`src/rtl/pcie_app_pkg.sv`:
```
// Purpose: shared PCIe application-layer constants, TX streaming sideband type and DMA write FSM states.
// Latency: none, this file holds only types and constants.
// Backpressure: none.
// Contents: FMT/TYPE codes for memory writes, block segmentation constants, tx_st_avalon_type, wr_state_e.
package pcie_app_pkg;

  localparam logic [2:0] FMT_MWR_3DW       = 3'b010;
  localparam logic [2:0] FMT_MWR_4DW       = 3'b011;
  localparam logic [4:0] TYPE_MEM          = 5'b00000;
  localparam int         TLP_PAYLOAD_BYTES = 128;
  localparam int         TLPS_PER_BLK      = 32;
  localparam int         BEATS_PER_TLP     = 5;

  // Derived values used by the DMA write path.
  localparam logic [9:0] TLP_LEN_DW        = 10'(TLP_PAYLOAD_BYTES / 4);
  localparam logic [4:0] LAST_TLP          = 5'(TLPS_PER_BLK - 1);
  // Payload beats are numbered 0..BEATS_PER_TLP-2; the header beat is not counted.
  localparam logic [1:0] LAST_PAYLOAD_BEAT = 2'(BEATS_PER_TLP - 2);

  typedef struct packed {
    logic        sop;
    logic        eop;
    logic        valid;
    logic [1:0]  empty;
    logic        err;
    logic [31:0] parity;
  } tx_st_avalon_type;

  typedef enum logic [2:0] {
    ST_IDLE,
    ST_REQ,
    ST_HDR,
    ST_DATA,
    ST_DONE
  } wr_state_e;

endpackage

```
`src/rtl/tx_dma_wr_hdr_build.sv`:
```
// Purpose: build the 256-bit MWr header beat (DW0 in [31:0], DW1 [63:32], DW2 [95:64], DW3 [127:96]).
// Latency: purely combinational.
// Backpressure: none; the caller decides when the beat is presented.
// Ports: addr (TLP byte address), requester_id (bus/dev/func), hdr (header beat, unused bits zero).
// Build option: TX_DMA_WR_3DW_EN selects a 3DW header when addr[63:32] is zero; otherwise always 4DW.
module tx_dma_wr_hdr_build
  import pcie_app_pkg::*;
(
  input  logic [63:0]  addr,
  input  logic [15:0]  requester_id,
  output logic [255:0] hdr
);

  logic        use_3dw;
  logic [31:0] addr_lo_dw;

  // Bits [1:0] of a DW address are reserved and always sent as zero.
  assign addr_lo_dw = addr[31:0] & 32'hFFFF_FFFC;

`ifdef TX_DMA_WR_3DW_EN
  assign use_3dw = (addr[63:32] == 32'h0);
`else
  assign use_3dw = 1'b0;
`endif

  always_comb begin
    hdr         = '0;
    hdr[31:29]  = use_3dw ? FMT_MWR_3DW : FMT_MWR_4DW;
    hdr[28:24]  = TYPE_MEM;
    hdr[9:0]    = TLP_LEN_DW;
    // DW1: requester ID, tag 0, last/first byte enables all-ones.
    hdr[63:32]  = {requester_id, 8'h00, 4'hF, 4'hF};
    if (use_3dw) begin
      hdr[95:64]  = addr_lo_dw;
    end else begin
      hdr[95:64]  = addr[63:32];
      hdr[127:96] = addr_lo_dw;
    end
  end

endmodule

```
`src/rtl/tx_dma_wr_tlp_gen.sv`:
```
// Purpose: split one 4KB host-write block into 32 MWr TLPs of 128B and stream them to the PCIe TX port.
// Latency: block accept -> REQ; first header beat the cycle after iGNT is sampled high; 160 beats per block.
// Backpressure: payload beats stall while iDATA_EMPTY=1 (header beats never stall); oBLK_READY only in IDLE.
// Ports: iCLK/iRST clock and async active-high reset; iBLK_* block descriptor; iREQUESTER_ID bus/dev/func;
//        iDATA/iDATA_EMPTY/oDATA_RD show-ahead payload FIFO; oREQ/iGNT TX arbiter; oTX_ST/oTX_ST_DATA beats;
//        oBLK_DONE_PULSE on final beat of the block; oLINK_NUMBER source link latched at accept.
// Build option: TX_DMA_WR_3DW_EN (see tx_dma_wr_hdr_build) enables 3DW headers below 4GB.
module tx_dma_wr_tlp_gen
  import pcie_app_pkg::*;
#(
  parameter int PORTS      = 12,
  parameter int PORT_WIDTH = $clog2(PORTS)
) (
  input  logic                  iCLK,
  input  logic                  iRST,
  input  logic                  iBLK_VALID,
  output logic                  oBLK_READY,
  input  logic [63:0]           iBLK_ADDR,
  input  logic [PORT_WIDTH-1:0] iBLK_LINK,
  input  logic [15:0]           iREQUESTER_ID,
  input  logic [255:0]          iDATA,
  input  logic                  iDATA_EMPTY,
  output logic                  oDATA_RD,
  output logic                  oREQ,
  input  logic                  iGNT,
  output tx_st_avalon_type      oTX_ST,
  output logic [255:0]          oTX_ST_DATA,
  output logic                  oBLK_DONE_PULSE,
  output logic [PORT_WIDTH-1:0] oLINK_NUMBER
);

  wr_state_e             state;
  wr_state_e             state_nxt;
  logic [63:0]           blk_addr;
  logic [PORT_WIDTH-1:0] link_q;
  logic [4:0]            tlp_cnt;
  logic [1:0]            beat_cnt;
  logic [63:0]           tlp_addr;
  logic [255:0]          hdr_beat;
  logic                  payload_vld;
  logic                  last_beat;

  assign payload_vld = (state == ST_DATA) && !iDATA_EMPTY;
  assign last_beat   = payload_vld && (beat_cnt == LAST_PAYLOAD_BEAT);

  // Full 64-bit add; the block is 4KB aligned so the TLP offset never carries out of bit 11.
  assign tlp_addr = blk_addr + (64'(tlp_cnt) << $clog2(TLP_PAYLOAD_BYTES));

  tx_dma_wr_hdr_build u_hdr_build (
    .addr         (tlp_addr),
    .requester_id (iREQUESTER_ID),
    .hdr          (hdr_beat)
  );

  // State register.
  always_ff @(posedge iCLK or posedge iRST) begin
    if (iRST) begin
      state <= ST_IDLE;
    end else begin
      state <= state_nxt;
    end
  end

  // Descriptor latch and segmentation counters.
  always_ff @(posedge iCLK or posedge iRST) begin
    if (iRST) begin
      blk_addr <= '0;
      link_q   <= '0;
      tlp_cnt  <= '0;
      beat_cnt <= '0;
    end else begin
      if ((state == ST_IDLE) && iBLK_VALID) begin
        blk_addr <= iBLK_ADDR;
        link_q   <= iBLK_LINK;
        tlp_cnt  <= '0;
        beat_cnt <= '0;
      end
      if (payload_vld) begin
        beat_cnt <= beat_cnt + 2'd1;
        if (last_beat) begin
          tlp_cnt <= tlp_cnt + 5'd1;
        end
      end
    end
  end

  // Next-state logic.
  always_comb begin
    state_nxt = state;
    case (state)
      ST_IDLE: if (iBLK_VALID) state_nxt = ST_REQ;
      ST_REQ:  if (iGNT) state_nxt = ST_HDR;
      ST_HDR:  state_nxt = ST_DATA;
      ST_DATA: if (last_beat) state_nxt = (tlp_cnt == LAST_TLP) ? ST_DONE : ST_HDR;
      ST_DONE: state_nxt = ST_IDLE;
      default: state_nxt = ST_IDLE;
    endcase
  end

  // Output logic. oREQ is raised already in the accepting IDLE cycle so that
  // back-to-back blocks drop the request for the single DONE cycle only.
  // iRST gates the IDLE outputs so everything reads zero while reset is held.
  always_comb begin
    oBLK_READY      = 1'b0;
    oREQ            = 1'b0;
    oDATA_RD        = 1'b0;
    oTX_ST          = '0;
    oTX_ST_DATA     = '0;
    oBLK_DONE_PULSE = 1'b0;
    case (state)
      ST_IDLE: begin
        oBLK_READY = !iRST;
        oREQ       = iBLK_VALID && !iRST;
      end
      ST_REQ: begin
        oREQ = 1'b1;
      end
      ST_HDR: begin
        oREQ         = 1'b1;
        oTX_ST.valid = 1'b1;
        oTX_ST.sop   = 1'b1;
        oTX_ST_DATA  = hdr_beat;
      end
      ST_DATA: begin
        oREQ            = 1'b1;
        oTX_ST.valid    = payload_vld;
        oTX_ST.eop      = last_beat;
        oDATA_RD        = payload_vld;
        oTX_ST_DATA     = payload_vld ? iDATA : '0;
        oBLK_DONE_PULSE = last_beat && (tlp_cnt == LAST_TLP);
      end
      default: ;
    endcase
  end

  assign oLINK_NUMBER = link_q;

endmodule

```
`config.mk`:
```
export PLATFORM = sky130hd
export DESIGN_NAME = tx_dma_wr_tlp_gen
export DESIGN_NICKNAME = d
export VERILOG_FILES = /design/src/rtl/pcie_app_pkg.sv /design/src/rtl/tx_dma_wr_hdr_build.sv /design/src/rtl/tx_dma_wr_tlp_gen.sv
export SDC_FILE = /design/constraint.sdc
export NUM_CORES = 1
export LEC_CHECK = 0
export CAP_MARGIN = 20
export CORE_AREA = 2 2 254 256
export CTS_CLUSTER_SIZE = 40
export DETAILED_ROUTE_END_ITERATION = 10
export DIE_AREA = 0 0 256 258
export PLACE_DENSITY = 0.45
export SKIP_CTS_REPAIR_TIMING = 1
export SYNTH_ARGS = -nofsm -noshare
export SYNTH_HDL_FRONTEND = slang
export SYNTH_HIERARCHICAL = 1
export SYNTH_SLANG_ARGS = --single-unit
```
`constraint.sdc`:
```
create_clock -name iCLK -period 8.1 [get_ports iCLK]
set_clock_uncertainty 0.2 [all_clocks]
set_input_delay 1.62 -clock iCLK [delete_from_list [all_inputs] [get_ports iCLK]]
set_output_delay 1.62 -clock iCLK [all_outputs]
set_load 0.02 [all_outputs]
```
==> impl_metrics.csv <==
group,metric,value,unit
detailed_routing,ant_nets,0,
placed_design,globalplace.congestion,0.858,
grt,track_usage,13.4,%
floorplanning,pin_count,647,
pwr,powerDensity,291,nW/µm²
sta,worst_slew_pin_slew,1.10,ns
detailed_routing,drt-met1-wl,18.4,mm
setup_path,cp_max_fo,8,
sta,slew-limit-headroom,26.5,%
min_path,hold_path.class,"reg -> reg",
finish,drive_gt1_share,4.87,%
cts,numCtsBuffers,9,
detailed_routing,top_layer,"met5",
detailed_routing,vias,10800,
finish,num-nets-final,2360,
cts,numClockSinks,76,
sta,finalSetupViolCount,0,
placed_design,hpwl,37.4,mm
pwr,power.total,4.79,mW
sta,fin_tns_setup,0,ns
grt,grt_max_degree,148,
cts,h-tree-depth,3,
finish,final_util,25.8,%
setup_path,worstPathArrival,4.43,ns
floorplanning,floorplan.initialDensity,16.7,%
yosys,synth_cells,1554,
cts,clkTransAtPathRegs,0.06,ns
pwr,cellLeakagePower,6.41,nW
placed_design,port_buffers,609,
cts,cts_buffer_depth,2,
cts,cts_root_buf,"clkbuf_16",
finish,syn_to_final_growth,55.0,%
cts,cts_tree,"built",
cts,insertion_delay,0.35,ns
sta,fmax,0.160,GHz
detailed_routing,wl_met3,2.82,mm
grt,grt_pass1_vias,10300,
sta,final.period_utilization,77.1,%
setup_path,r2r_setup_slack,4.48,ns
sta,hold_viol_final,0,
sta,rsz0062_at_grt,"no",
yosys,synth_area,10600,µm²
detailed_routing,drt_wl_total,46.4,mm
setup_path,reg2reg_to,"oLINK_NUMBER[0]$_DFFE_PP0P_",
detailed_routing,first_iter_violations,526,
setup_path,worstPathRequired,6.28,ns
floorplanning,coreArea,63600,µm²
yosys,synth_warnings,6,
grt,grt_overflow_total,0,
floorplanning,die_w,256,µm
yosys,synth.avg_cell_area,6.83,µm²
grt,grt_pass1_wl,67.6,mm
setup_path,rr_startpoint,"state[0]$_DFFE_PP0P_",
sta,maxSlewViolCount,0,
detailed_routing,wl_met2,23.6,mm
min_path,whs_path_depth,1,
detailed_routing,wire_per_inst,16.2,µm
floorplanning,dieHeight,258,µm
setup_path,path_class,"reg -> out",
detailed_routing,drt-vias-per-instance,3.77,
setup_path,ff2ff_path_depth,4,
pwr,ir_drop,0.196,mV
status,status,"finished clean",
grt,antenna_found_initial,12,
min_path,hold-path-endpoint,"blk_addr[4]$_DFFE_PP0P_",
floorplanning,die_area,66000,µm²
detailed_routing,drt_pass1_iterations,6,
detailed_routing,drc,0,
run,cap_violations,0,
min_path,min_from,"blk_addr[4]$_DFFE_PP0P_",
setup_path,critPathCaptureType,"output port",
sta,period_needed,6.25,ns
setup_path,startpoint,"blk_addr[21]$_DFFE_PP0P_",
floorplanning,placementRows,93,
setup_path,startpoint_type,"register",
## worst max-delay path: stages, from the launching register on
cell and delay [ns]:
dfrtp_1 0.45, nand4_1 0.24, nor4_2 0.78, o2111ai_1 0.73, nor2_1 0.31, xor2_1 0.17, nor2b_1 0.54, a21oi_1 0.09
nor2_1 0.11, clkdlybuf4s50_1 0.65
## cell usage in the layout, fill, tap and decap left out, types with 12 or more instances in the layout
master           count
a21oi_1            260
clkdlybuf4s50_1    609
conb_1             213
dfrtp_1             75
inv_1               17
mux2_2              53
nand2_1             37
nand3_1             13
nand4_1             12
nor2_1             279
nor2b_1            257
nor3_1              15
o21ai_0             22
xnor2_1             26
xor2_1              30
## worst max-delay path by stage
stage | endpoint | slack (ns)
6_report | oTX_ST_DATA[64] | 1.85
5_1_grt | oTX_ST_DATA[76] | 1.54
4_1_cts | oTX_ST_DATA[76] | 1.71
3_3_place_gp | oTX_ST_DATA[114] | 1.99
2_1_floorplan | oREQ | 2.49
3_5_place_dp | oTX_ST_DATA[114] | 1.97
## sequential cells by signal (all words and copies together), names as in the netlist
signal,count
beat_cnt,2
blk_addr,62
oLINK_NUMBER,4
state,3
tlp_cnt,5
## report_power, final
part           internal (mW)  leakage [nW]  switching (mW)
combinational           1.60          5.35            2.03
clock                  0.215         0.138           0.177
sequential             0.560         0.927           0.211
total                   2.37          6.41            2.42
## stage by stage
stage	hold slack [ns]	instances	worst slack, ns	cell area, µm²
detailed placement	0.291	2850	1.97	16200
finish	0.303	2868	1.85	16400
global placement	0.286	2850	1.99	16200
floorplan	0.265	1764	2.49	11400
CTS	0.307	2866	1.71	16400
global route	0.326	2867	1.54	16400
## final cells by class
type	instances	area (µm²)
antenna	2	5.00
fill	7089	47200
multi-input combinational	1278	6880
timing repair buffer	623	6240
clock inverter	6	40.0
inverter	18	70.1
sequential	76	1910
tap	855	1070
clock buffer	10	239
## per-layer routing
layer / global-route usage [%] / up-vias
met3: 3.53 / 62
met5: 0 / -
li1: - / 5457
met2: 24.4 / 346
met4: 4.55 / 16
met1: 15.2 / 4943
No activity file was read; power rests on OpenSTA's default activity.
